<file path="config.mk">
export PLATFORM = sky130hd
export DESIGN_NAME = display_pager
export DESIGN_NICKNAME = d
export VERILOG_FILES = /design/src/rtl/seg7_pkg.sv /design/src/rtl/key_debounce.sv /design/src/rtl/display_pager.sv
export SDC_FILE = /design/constraint.sdc
export NUM_CORES = 1
export LEC_CHECK = 0
export CAP_MARGIN = 20
export CORE_UTILIZATION = 58
export CTS_CLUSTER_SIZE = 24
export DETAILED_ROUTE_END_ITERATION = 12
export GPL_ROUTABILITY_DRIVEN = 0
export HOLD_SLACK_MARGIN = 0.08
export MAX_ROUTING_LAYER = met4
export PLACE_DENSITY = 0.83
export SKIP_LAST_GASP = 1
export SLEW_MARGIN = 10
export SYNTH_ARGS = -nofsm -noshare
export SYNTH_HDL_FRONTEND = slang
export SYNTH_SLANG_ARGS = --single-unit
</file>
<file path="constraint.sdc">
create_clock -name clk -period 3.6 [get_ports clk]
set_input_delay 0.36 -clock clk [delete_from_list [all_inputs] [get_ports clk]]
set_output_delay 0.36 -clock clk [all_outputs]
set_load 0.005 [all_outputs]
</file>
<file path="src/rtl/seg7_pkg.sv">
// Seven-segment encoding shared by the display blocks: active-low {dp,g..a} codes and a blank code.
package seg7_pkg;

    typedef logic [7:0] seg_t;

    localparam seg_t SEG_BLANK = 8'hFF;

    localparam seg_t SEG_TABLE [16] = '{
        8'hC0, 8'hF9, 8'hA4, 8'hB0, 8'h99, 8'h92, 8'h82, 8'hF8,
        8'h80, 8'h90, 8'h88, 8'h83, 8'hC6, 8'hA1, 8'h86, 8'h8E
    };

    function automatic seg_t hex_to_seg(input logic [3:0] nib);
        return SEG_TABLE[nib];
    endfunction

endpackage

</file>
<file path="src/rtl/key_debounce.sv">
// Synchronises and debounces an active-low push-button; emits a one-cycle pulse on each accepted press.
module key_debounce #(
    parameter int DEBOUNCE_CYCLES = 500000
) (
    input  logic clk,
    input  logic rst_n,
    input  logic key_n,
    output logic pressed,
    output logic press_pulse
);

    localparam int CNT_W = (DEBOUNCE_CYCLES > 1) ? $clog2(DEBOUNCE_CYCLES) : 1;
    localparam logic [CNT_W-1:0] CNT_LAST = CNT_W'(DEBOUNCE_CYCLES - 1);

    logic [1:0]       sync_q;
    logic             key_level;
    logic             pressed_q, pressed_d;
    logic             pulse_q, pulse_d;
    logic [CNT_W-1:0] cnt_q, cnt_d;

    // sync_q[1] is the synchronised key_n; invert it so 1 means pressed.
    assign key_level = ~sync_q[1];

    always_comb begin
        // NOTE: every output gets a default first so no path leaves it unassigned (no latch).
        pressed_d = pressed_q;
        pulse_d   = 1'b0;
        cnt_d     = '0;
        if (key_level != pressed_q) begin
            if (cnt_q == CNT_LAST) begin
                pressed_d = key_level;
                pulse_d   = key_level;
            end else begin
                cnt_d = cnt_q + 1'b1;
            end
        end
    end

    always_ff @(posedge clk or negedge rst_n) begin
        if (!rst_n) begin
            sync_q    <= 2'b11;
            pressed_q <= 1'b0;
            pulse_q   <= 1'b0;
            cnt_q     <= '0;
        end else begin
            // NOTE: state updates are non-blocking so every flop samples pre-edge values.
            sync_q    <= {sync_q[0], key_n};
            pressed_q <= pressed_d;
            pulse_q   <= pulse_d;
            cnt_q     <= cnt_d;
        end
    end

    assign pressed     = pressed_q;
    assign press_pulse = pulse_q;

endmodule

</file>
<file path="src/rtl/display_pager.sv">
// Pages through fixed 6-digit hex words plus a live switch page on HEX5..HEX0,
// stepped by a debounced key or a timed auto-scroll.
module display_pager
    import seg7_pkg::*;
#(
    parameter int                            NUM_CONST_PAGES = 2,
    parameter logic [NUM_CONST_PAGES*24-1:0] PAGE_DATA       = {24'h120997, 24'h071201},
    parameter int                            DEBOUNCE_CYCLES = 500000,
    parameter int                            DWELL_CYCLES    = 100000000
) (
    input  logic       clk,
    input  logic       rst_n,
    input  logic       key_n,
    input  logic [9:0] sw,
    output logic [7:0] hex0,
    output logic [7:0] hex1,
    output logic [7:0] hex2,
    output logic [7:0] hex3,
    output logic [7:0] hex4,
    output logic [7:0] hex5,
    output logic [9:0] ledr
);

    localparam int NUM_PAGES = NUM_CONST_PAGES + 1;
    localparam int PAGE_W    = $clog2(NUM_PAGES);
    localparam int DWELL_W   = (DWELL_CYCLES > 1) ? $clog2(DWELL_CYCLES) : 1;
    localparam logic [PAGE_W-1:0]  LAST_PAGE  = PAGE_W'(NUM_PAGES - 1);
    localparam logic [DWELL_W-1:0] DWELL_LAST = DWELL_W'(DWELL_CYCLES - 1);

    logic [PAGE_W-1:0]  page_q, page_d;
    logic [DWELL_W-1:0] dwell_q, dwell_d;
    seg_t [5:0]         digit_q, digit_d;
    logic [9:0]         ledr_q, ledr_d;
    logic               step, key_pressed, auto_en, dwell_tc, advance, lead;
    logic [23:0]        page_word;

    key_debounce #(
        .DEBOUNCE_CYCLES(DEBOUNCE_CYCLES)
    ) u_key_debounce (
        .clk        (clk),
        .rst_n      (rst_n),
        .key_n      (key_n),
        .pressed    (key_pressed),
        .press_pulse(step)
    );

    // A step and a terminal count in the same cycle merge into one advance.
    assign auto_en  = sw[9];
    assign dwell_tc = auto_en && (dwell_q == DWELL_LAST);
    assign advance  = step || dwell_tc;

    always_comb begin
        page_d  = page_q;
        dwell_d = '0;
        if (advance) begin
            page_d = (page_q == LAST_PAGE) ? '0 : page_q + 1'b1;
        end
        if (auto_en && !advance) begin
            dwell_d = dwell_q + 1'b1;
        end
    end

    always_comb begin
        page_word = '0;
        for (int k = 0; k < NUM_CONST_PAGES; k++) begin
            if (page_q == PAGE_W'(k)) begin
                page_word = PAGE_DATA[24*k +: 24];
            end
        end
    end

    always_comb begin
        digit_d = {6{SEG_BLANK}};
        ledr_d  = {sw[9], key_pressed, 8'h00};
        lead    = 1'b0;
        if (page_q == LAST_PAGE) begin
            digit_d[1]  = hex_to_seg(sw[7:4]);
            digit_d[0]  = hex_to_seg(sw[3:0]);
            ledr_d[7:0] = sw[7:0];
        end else begin
            // lead stays set while only zeros have been seen from HEX5 down; HEX0 always shows.
            lead = sw[8];
            for (int n = 5; n >= 0; n--) begin
                lead       = lead && (page_word[4*n +: 4] == 4'h0) && (n != 0);
                digit_d[n] = lead ? SEG_BLANK : hex_to_seg(page_word[4*n +: 4]);
            end
        end
    end

    always_ff @(posedge clk or negedge rst_n) begin
        if (!rst_n) begin
            page_q  <= '0;
            dwell_q <= '0;
            digit_q <= {6{SEG_BLANK}};
            ledr_q  <= '0;
        end else begin
            page_q  <= page_d;
            dwell_q <= dwell_d;
            digit_q <= digit_d;
            ledr_q  <= ledr_d;
        end
    end

    assign hex0 = digit_q[0];
    assign hex1 = digit_q[1];
    assign hex2 = digit_q[2];
    assign hex3 = digit_q[3];
    assign hex4 = digit_q[4];
    assign hex5 = digit_q[5];
    assign ledr = ledr_q;

endmodule

</file>
==> flow_metrics.env, run 1 <==
export IMPL_ctsHoldBuffers=0
export IMPL_use_met2_pct=37.9
export IMPL_max_stage_delay_ns=0.76
export IMPL_std_cell_rows=31
export IMPL_min_to="u_key_debounce.sync_q[1]$_DFF_PN1_"
export IMPL_synthTopCellsByArea="dfrtp_1 35%, dfstp_2 17%, nor2_1 5.6%"
export IMPL_crit_slowest_cell="o21ai_2"
export IMPL_cts_max_path_buffers=2
export IMPL_ioPinCount=71
export IMPL_r2r_cells=4
export IMPL_whs_ns=0.360
export IMPL_grt_pass1_wl_um=13900
export IMPL_synth_top_area_cell="dfrtp_1"
export IMPL_outcome="completed"
export IMPL_cts_setup_buffers=0
export IMPL_cts_buffers=9
export IMPL_syn_avg_cell_area_um2=9.97
export IMPL_synth_flop_cell="dfrtp_1"
export IMPL_drv_slew=0
export IMPL_setup_violations=0
export IMPL_worst_setup_path_type="reg -> reg"
export IMPL_fin_skew_ns=0.0147
export IMPL_overflow=0
export IMPL_antenna_found_initial=0
export IMPL_vdd_drop_max_mv=0.213
export IMPL_die_width_um=88.6
export IMPL_worst_ep_arrival_time_ns=2.42
export IMPL_relSlewSlack_pct=39.3
export IMPL_worstPathRequired_ns=3.79
export IMPL_dr_total_vias=3154
export IMPL_synthTopCellsByCount="65 x nor2_1, 60 x dfrtp_1, 34 x nand2_1"
export IMPL_clkTransAtPathRegs_ns=0.09
export IMPL_vias_per_cell=5.39
export IMPL_gr_usage_met3_pct=4.20
export IMPL_fin_nets=508
export IMPL_hold_start="u_key_debounce.sync_q[0]$_DFF_PN1_"
export IMPL_syn_inst=436
export IMPL_path_buf_inv=0
export IMPL_stdcell_count=585
export IMPL_regToRegSetupSlack_ns=1.37
export IMPL_ys_ff_latch=88
export IMPL_fin_util_pct=70.4
export IMPL_clock_sinks=88
export IMPL_tightest_slew_ns=0.910
export IMPL_cts_root_buffer="clkbuf_8"
export IMPL_place_hpwl_um=5710
export IMPL_portBuffers=62
export IMPL_hold_class="reg -> reg"
export IMPL_synth_edf_count=0
export IMPL_synth_top_area_share_pct=34.5
export IMPL_cts_htree_levels=3
export IMPL_drt_pass1_iter_count=4
export IMPL_initial_utilization_pct=59.9
export IMPL_synth_cell_area_um2=4350
export IMPL_r2r_start="dwell_q[4]$_DFF_PN0_"
export IMPL_nFillCells=551
export IMPL_clock_latency_ns=0.35
export IMPL_cts_tree="done"
export IMPL_max_clock_freq_mhz=449
export IMPL_drive_gt1_share_pct=10.9
export IMPL_power_leakage_uw=0.00223
export IMPL_die_area_um2=7850
export IMPL_wl_um=8220
export IMPL_die_y_um=88.6
export IMPL_fin_crit_sh_pct=61.8
export IMPL_async_flop_share_pct=100
export IMPL_coreArea_um2=7250
export IMPL_finalHoldViolCount=0
export IMPL_ys_seq_area_share_pct=51.5
export IMPL_r2r_end="dwell_q[21]$_DFF_PN0_"
export IMPL_grt_busiest_layer="met2"
export IMPL_first_iter_violations=186
export IMPL_synth_distinct_cells=43
export IMPL_tns_ns=0
export IMPL_rsz0062_at_grt="false"
export IMPL_critPathTopFamily="simple AND/OR/NAND/NOR gates"
export IMPL_drv_cap=0
export IMPL_post_synth_top_count_cell="nor2_1"
export IMPL_crit_fanout=23
export IMPL_ant_nets=0
export IMPL_yosys_warnings=0
export IMPL_cts_resized_gates=0
export IMPL_antenna_cells=0
export IMPL_wl_per_cell_um=14.0
export IMPL_grtUsageMet1_pct=29.6
export IMPL_grt_pass1_vias=3128
export IMPL_place_inst=567
export IMPL_grtUsageTotal_pct=23.6
export IMPL_p_per_area_nw_per_um2=347
export IMPL_holdPathStages=0
export IMPL_crit_chain="nand4_2 -> or3_1 -> o21ai_2 -> nor2_1"
export IMPL_area_growth_pct=17.4
export IMPL_grt_max_degree=89
export IMPL_post_route_min_period_ns=2.23
export IMPL_endpoint_kind="register"
export IMPL_startpoint_type="register"
export IMPL_drc_errors=0
## registers in the layout (all words and copies together), names as in the netlist
register,flops
dwell_q,27
u_key_debounce.cnt_q,19
ledr,10
hex0,7
hex1,7
hex2,5
hex4,4
hex5,2
page_q,2
u_key_debounce.sync_q,2
hex3,1
u_key_debounce.press_pulse,1
u_key_debounce.pressed,1
## cells by family (layout without fill, tap and decap cells)
kind of cell / count (synthesis) / count (layout) / share of synthesized area, %
flip-flops: 88 / 88 / 51.5
multiplexers: 5 / 5 / 1.67
XOR/XNOR: 40 / 40 / 8.06
buffers and inverters: 54 / 97 / 6.94
AND/OR/NAND/NOR: 189 / 189 / 21.5
AO/OA/AOI/OAI: 45 / 45 / 6.30
other: 1 / 8 / 0.0862
adder cells (fa/ha/maj): 14 / 14 / 4.03
## through the flow
step / power [uW] / cell area, um2 / setup slack [ns]
CTS: 1780 / 5070 / 1.40
floorplan: 1090 / 4370 / 1.88
global route: 1850 / 5100 / 1.18
detailed placement: 1140 / 4880 / 1.34
finish: 1770 / 5100 / 1.37
global placement: 1140 / 4880 / 1.40
## cells in the final DEF, fill, tap and decap left out, types with 5 or more instances in the layout
cell type / synthesis / layout
nor2_1: 65 / 65
nand2b_1: 6 / 6
clkbuf_8: 0 / 11
nor4_1: 7 / 7
and4_1: 5 / 5
o21ai_0: 14 / 14
clkdlybuf4s50_1: 0 / 61
dfstp_2: 28 / 28
conb_1: 1 / 8
xnor2_1: 16 / 16
ha_1: 14 / 14
xor2_1: 24 / 24
and3_1: 8 / 8
a21oi_1: 12 / 12
nand3_1: 16 / 16
nand4_1: 13 / 13
nor3_1: 8 / 8
dfrtp_1: 60 / 60
and2_1: 13 / 13
nor2b_1: 6 / 6
nand2_1: 34 / 34
inv_1: 17 / 17
## metal layers
layer	wire, um	vias up
li1	-	1515
met1	3580	1526
met2	4090	91
met3	348	22
met4	196	0
met5	0	-
## power by group
group          switching (uW)  total, uW  internal (uW)
Sequential               9.18       1010           1000
Clock                     350        643            293
Combinational            71.7        119           47.2
## area by class of cell
cell class                      instances  area (um2)  share of cell area [%]
Sequential cell                        88        2240                    43.8
Multi-Input combinational cell        301        1840                    36.0
Timing Repair Buffer                   64         656                    12.8
Clock buffer                           11         151                    2.97
Tap cell                               99         124                    2.43
Inverter                               17        63.8                    1.25
Clock inverter                          5        37.5                   0.735
## worst max-delay path by stage
stage	start	to	slack (ns)	cells past startpoint
2_1_floorplan	dwell_q[0]$_DFF_PN0_	page_q[0]$_DFFE_PN0P_	1.88	6
6_report	dwell_q[4]$_DFF_PN0_	dwell_q[21]$_DFF_PN0_	1.37	4
4_1_cts	dwell_q[0]$_DFF_PN0_	dwell_q[4]$_DFF_PN0_	1.40	5
3_3_place_gp	sw[9]	dwell_q[11]$_DFF_PN0_	1.40	6
5_1_grt	dwell_q[11]$_DFF_PN0_	dwell_q[24]$_DFF_PN0_	1.18	5
3_5_place_dp	sw[9]	dwell_q[4]$_DFF_PN0_	1.34	6
Note: power is estimated with default switching activity, not from simulation.
==> run 2: changes to the inputs <==
- CORE_UTILIZATION: 58 -> 48
- PLACE_DENSITY: 0.83 -> 0.73
- clock period: 3.6 -> 2 ns (I/O delays scaled with it)
==> flow_metrics.env, run 2 (synthesis gave the netlist of run 1 again) <==
export IMPL_cts_tree="done"
export IMPL_r2r_cells=4
export IMPL_r2r_start="dwell_q[14]$_DFF_PN0_"
export IMPL_cts_resized_gates=0
export IMPL_cts_setup_buffers=0
export IMPL_ctsHoldBuffers=1
export IMPL_worst_setup_path_type="reg -> reg"
export IMPL_first_iter_violations=121
export IMPL_drt_pass1_iter_count=5
export IMPL_drive_gt1_share_pct=12.9
export IMPL_ant_nets=0
export IMPL_cts_max_path_buffers=2
export IMPL_startpoint_type="register"
export IMPL_fin_crit_sh_pct=92.6
export IMPL_path_buf_inv=0
export IMPL_drv_slew=0
export IMPL_endpoint_kind="register"
export IMPL_wl_um=8790
export IMPL_layout_common_cells="65 x nor2_1, 61 x clkdlybuf4s50_1, 60 x dfrtp_1"
export IMPL_place_ws_ns=0.168
export IMPL_die_y_um=97.2
export IMPL_max_stage_delay_ns=0.53
export IMPL_tns_ns=0
export IMPL_grtUsageTotal_pct=20.1
export IMPL_outcome="completed"
export IMPL_antenna_cells=0
export IMPL_finalHoldViolCount=0
export IMPL_wl_per_cell_um=14.5
export IMPL_ioPinCount=71
export IMPL_grt_max_degree=53
export IMPL_portBuffers=62
export IMPL_die_width_um=97.2
export IMPL_holdPathStages=1
export IMPL_die_area_um2=9440
export IMPL_power_leakage_uw=0.00232
export IMPL_grt_pass1_wl_um=14800
export IMPL_drc_errors=0
export IMPL_final_common_cell="nor2_1"
export IMPL_worstPathRequired_ns=2.24
export IMPL_setup_slack_ns=0.148
export IMPL_coreArea_um2=8760
export IMPL_clock_sinks=88
export IMPL_place_hpwl_um=6250
export IMPL_cts_root_buffer="clkbuf_8"
export IMPL_fin_skew_ns=0.0117
export IMPL_max_clock_freq_mhz=540
export IMPL_setup_violations=0
export IMPL_p_total_uw=3650
export IMPL_cp_startpoint="dwell_q[14]$_DFF_PN0_"
export IMPL_nFillCells=726
export IMPL_post_route_min_period_ns=1.85
export IMPL_rsz0062_at_grt="false"
export IMPL_cts_buffers=9
export IMPL_hold_start="key_n"
export IMPL_crit_chain="nand4_2 -> or3_1 -> o21ba_1 -> mux2_4"
export IMPL_antenna_found_initial=0
export IMPL_crit_fanout=6
export IMPL_vias_per_cell=5.24
export IMPL_fin_nets=520
export IMPL_overflow=0
export IMPL_clkTransAtPathRegs_ns=0.09
export IMPL_tightest_slew_ns=0.516
export IMPL_grt_pass1_vias=3157
export IMPL_critPathTopFamily="simple AND/OR/NAND/NOR gates"
export IMPL_cts_htree_levels=3
export IMPL_largest_reg_flops=27
export IMPL_largest_register="dwell_q"
export IMPL_std_cell_rows=34
export IMPL_area_growth_pct=21.4
export IMPL_hold_class="in -> reg"
export IMPL_initial_utilization_pct=49.6
export IMPL_p_per_area_nw_per_um2=692
export IMPL_crit_slowest_cell="or3_1"
export IMPL_crit_cells=4
export IMPL_dr_total_vias=3174
export IMPL_relSlewSlack_pct=65.3
export IMPL_worst_ep_arrival_time_ns=2.09
export IMPL_drv_cap=0
export IMPL_clock_latency_ns=0.35
export IMPL_vdd_drop_max_mv=0.352
run 2: cell count changes in the layout (fill, tap and decap cells not counted), sizes merged:
cell	before	now
clkinv	3	0
buf	2	14
inv	19	17
clkinvlp	0	1
bufinv	0	4
run 2: worst paths after layout:
kind,to,slack [ns]
min in group asynchronous,dwell_q[19]$_DFF_PN0_,0.35
worst min-delay path,u_key_debounce.sync_q[0]$_DFF_PN1_,0.24
worst min register to register,u_key_debounce.sync_q[1]$_DFF_PN1_,0.36
max in group asynchronous,hex4[6]$_DFF_PN1_,0.95
worst max register to register,page_q[0]$_DFFE_PN0P_,0.15
worst max-delay path,page_q[0]$_DFFE_PN0P_,0.15
run 2: per-layer routing:
metal / vias to the layer above / track usage (%) / wire length, um
met1: 1521 / 24.6 / 3920
li1: 1549 / - / -
met4: 0 / 7.69 / 219
met2: 81 / 33.3 / 4380
met5: - / - / 0
met3: 23 / 3.67 / 272
run 2: power by group:
| part | leakage (uW) | switching [uW] | internal [uW] | total, uW |
|---|---|---|---|---|
| clock | 0.000130 | 618 | 991 | 1610 |
| sequential | 0.00112 | 17.6 | 1800 | 1820 |
| combinational | 0.00106 | 130 | 93.5 | 223 |
run 2: through the flow:
step,util (%),cells,hold WS [ns],cell area (um2)
global route,60.2,606,0.229,5280
finish,60.2,606,0.245,5280
CTS,60.2,606,0.231,5280
floorplan,-,443,-0.0956,4370
detailed placement,57.1,589,0.204,5000
global placement,57.1,589,0.195,5000
run 2: area by class of cell:
type,count,area [um2],area share [%]
clock buffer,11,141,2.68
clock inverter,5,128,2.42
inverter,17,63.8,1.21
multi-input combinational,301,1840,34.8
sequential,88,2240,42.4
tap,108,135,2.56
timing repair buffer,76,738,14.0
run 2: worst register-to-register path: stages, from the launching register on:
cell	delay, ns
dfrtp_1	0.44
nand4_2	0.20
or3_1	0.53
o21ba_1	0.26
mux2_4	0.30
==> run 3: changes to the inputs <==
- CORE_MARGIN: not set -> 1
==> results of run 3 <==
Final layout, timing and power as in run 2 (identical DEF).
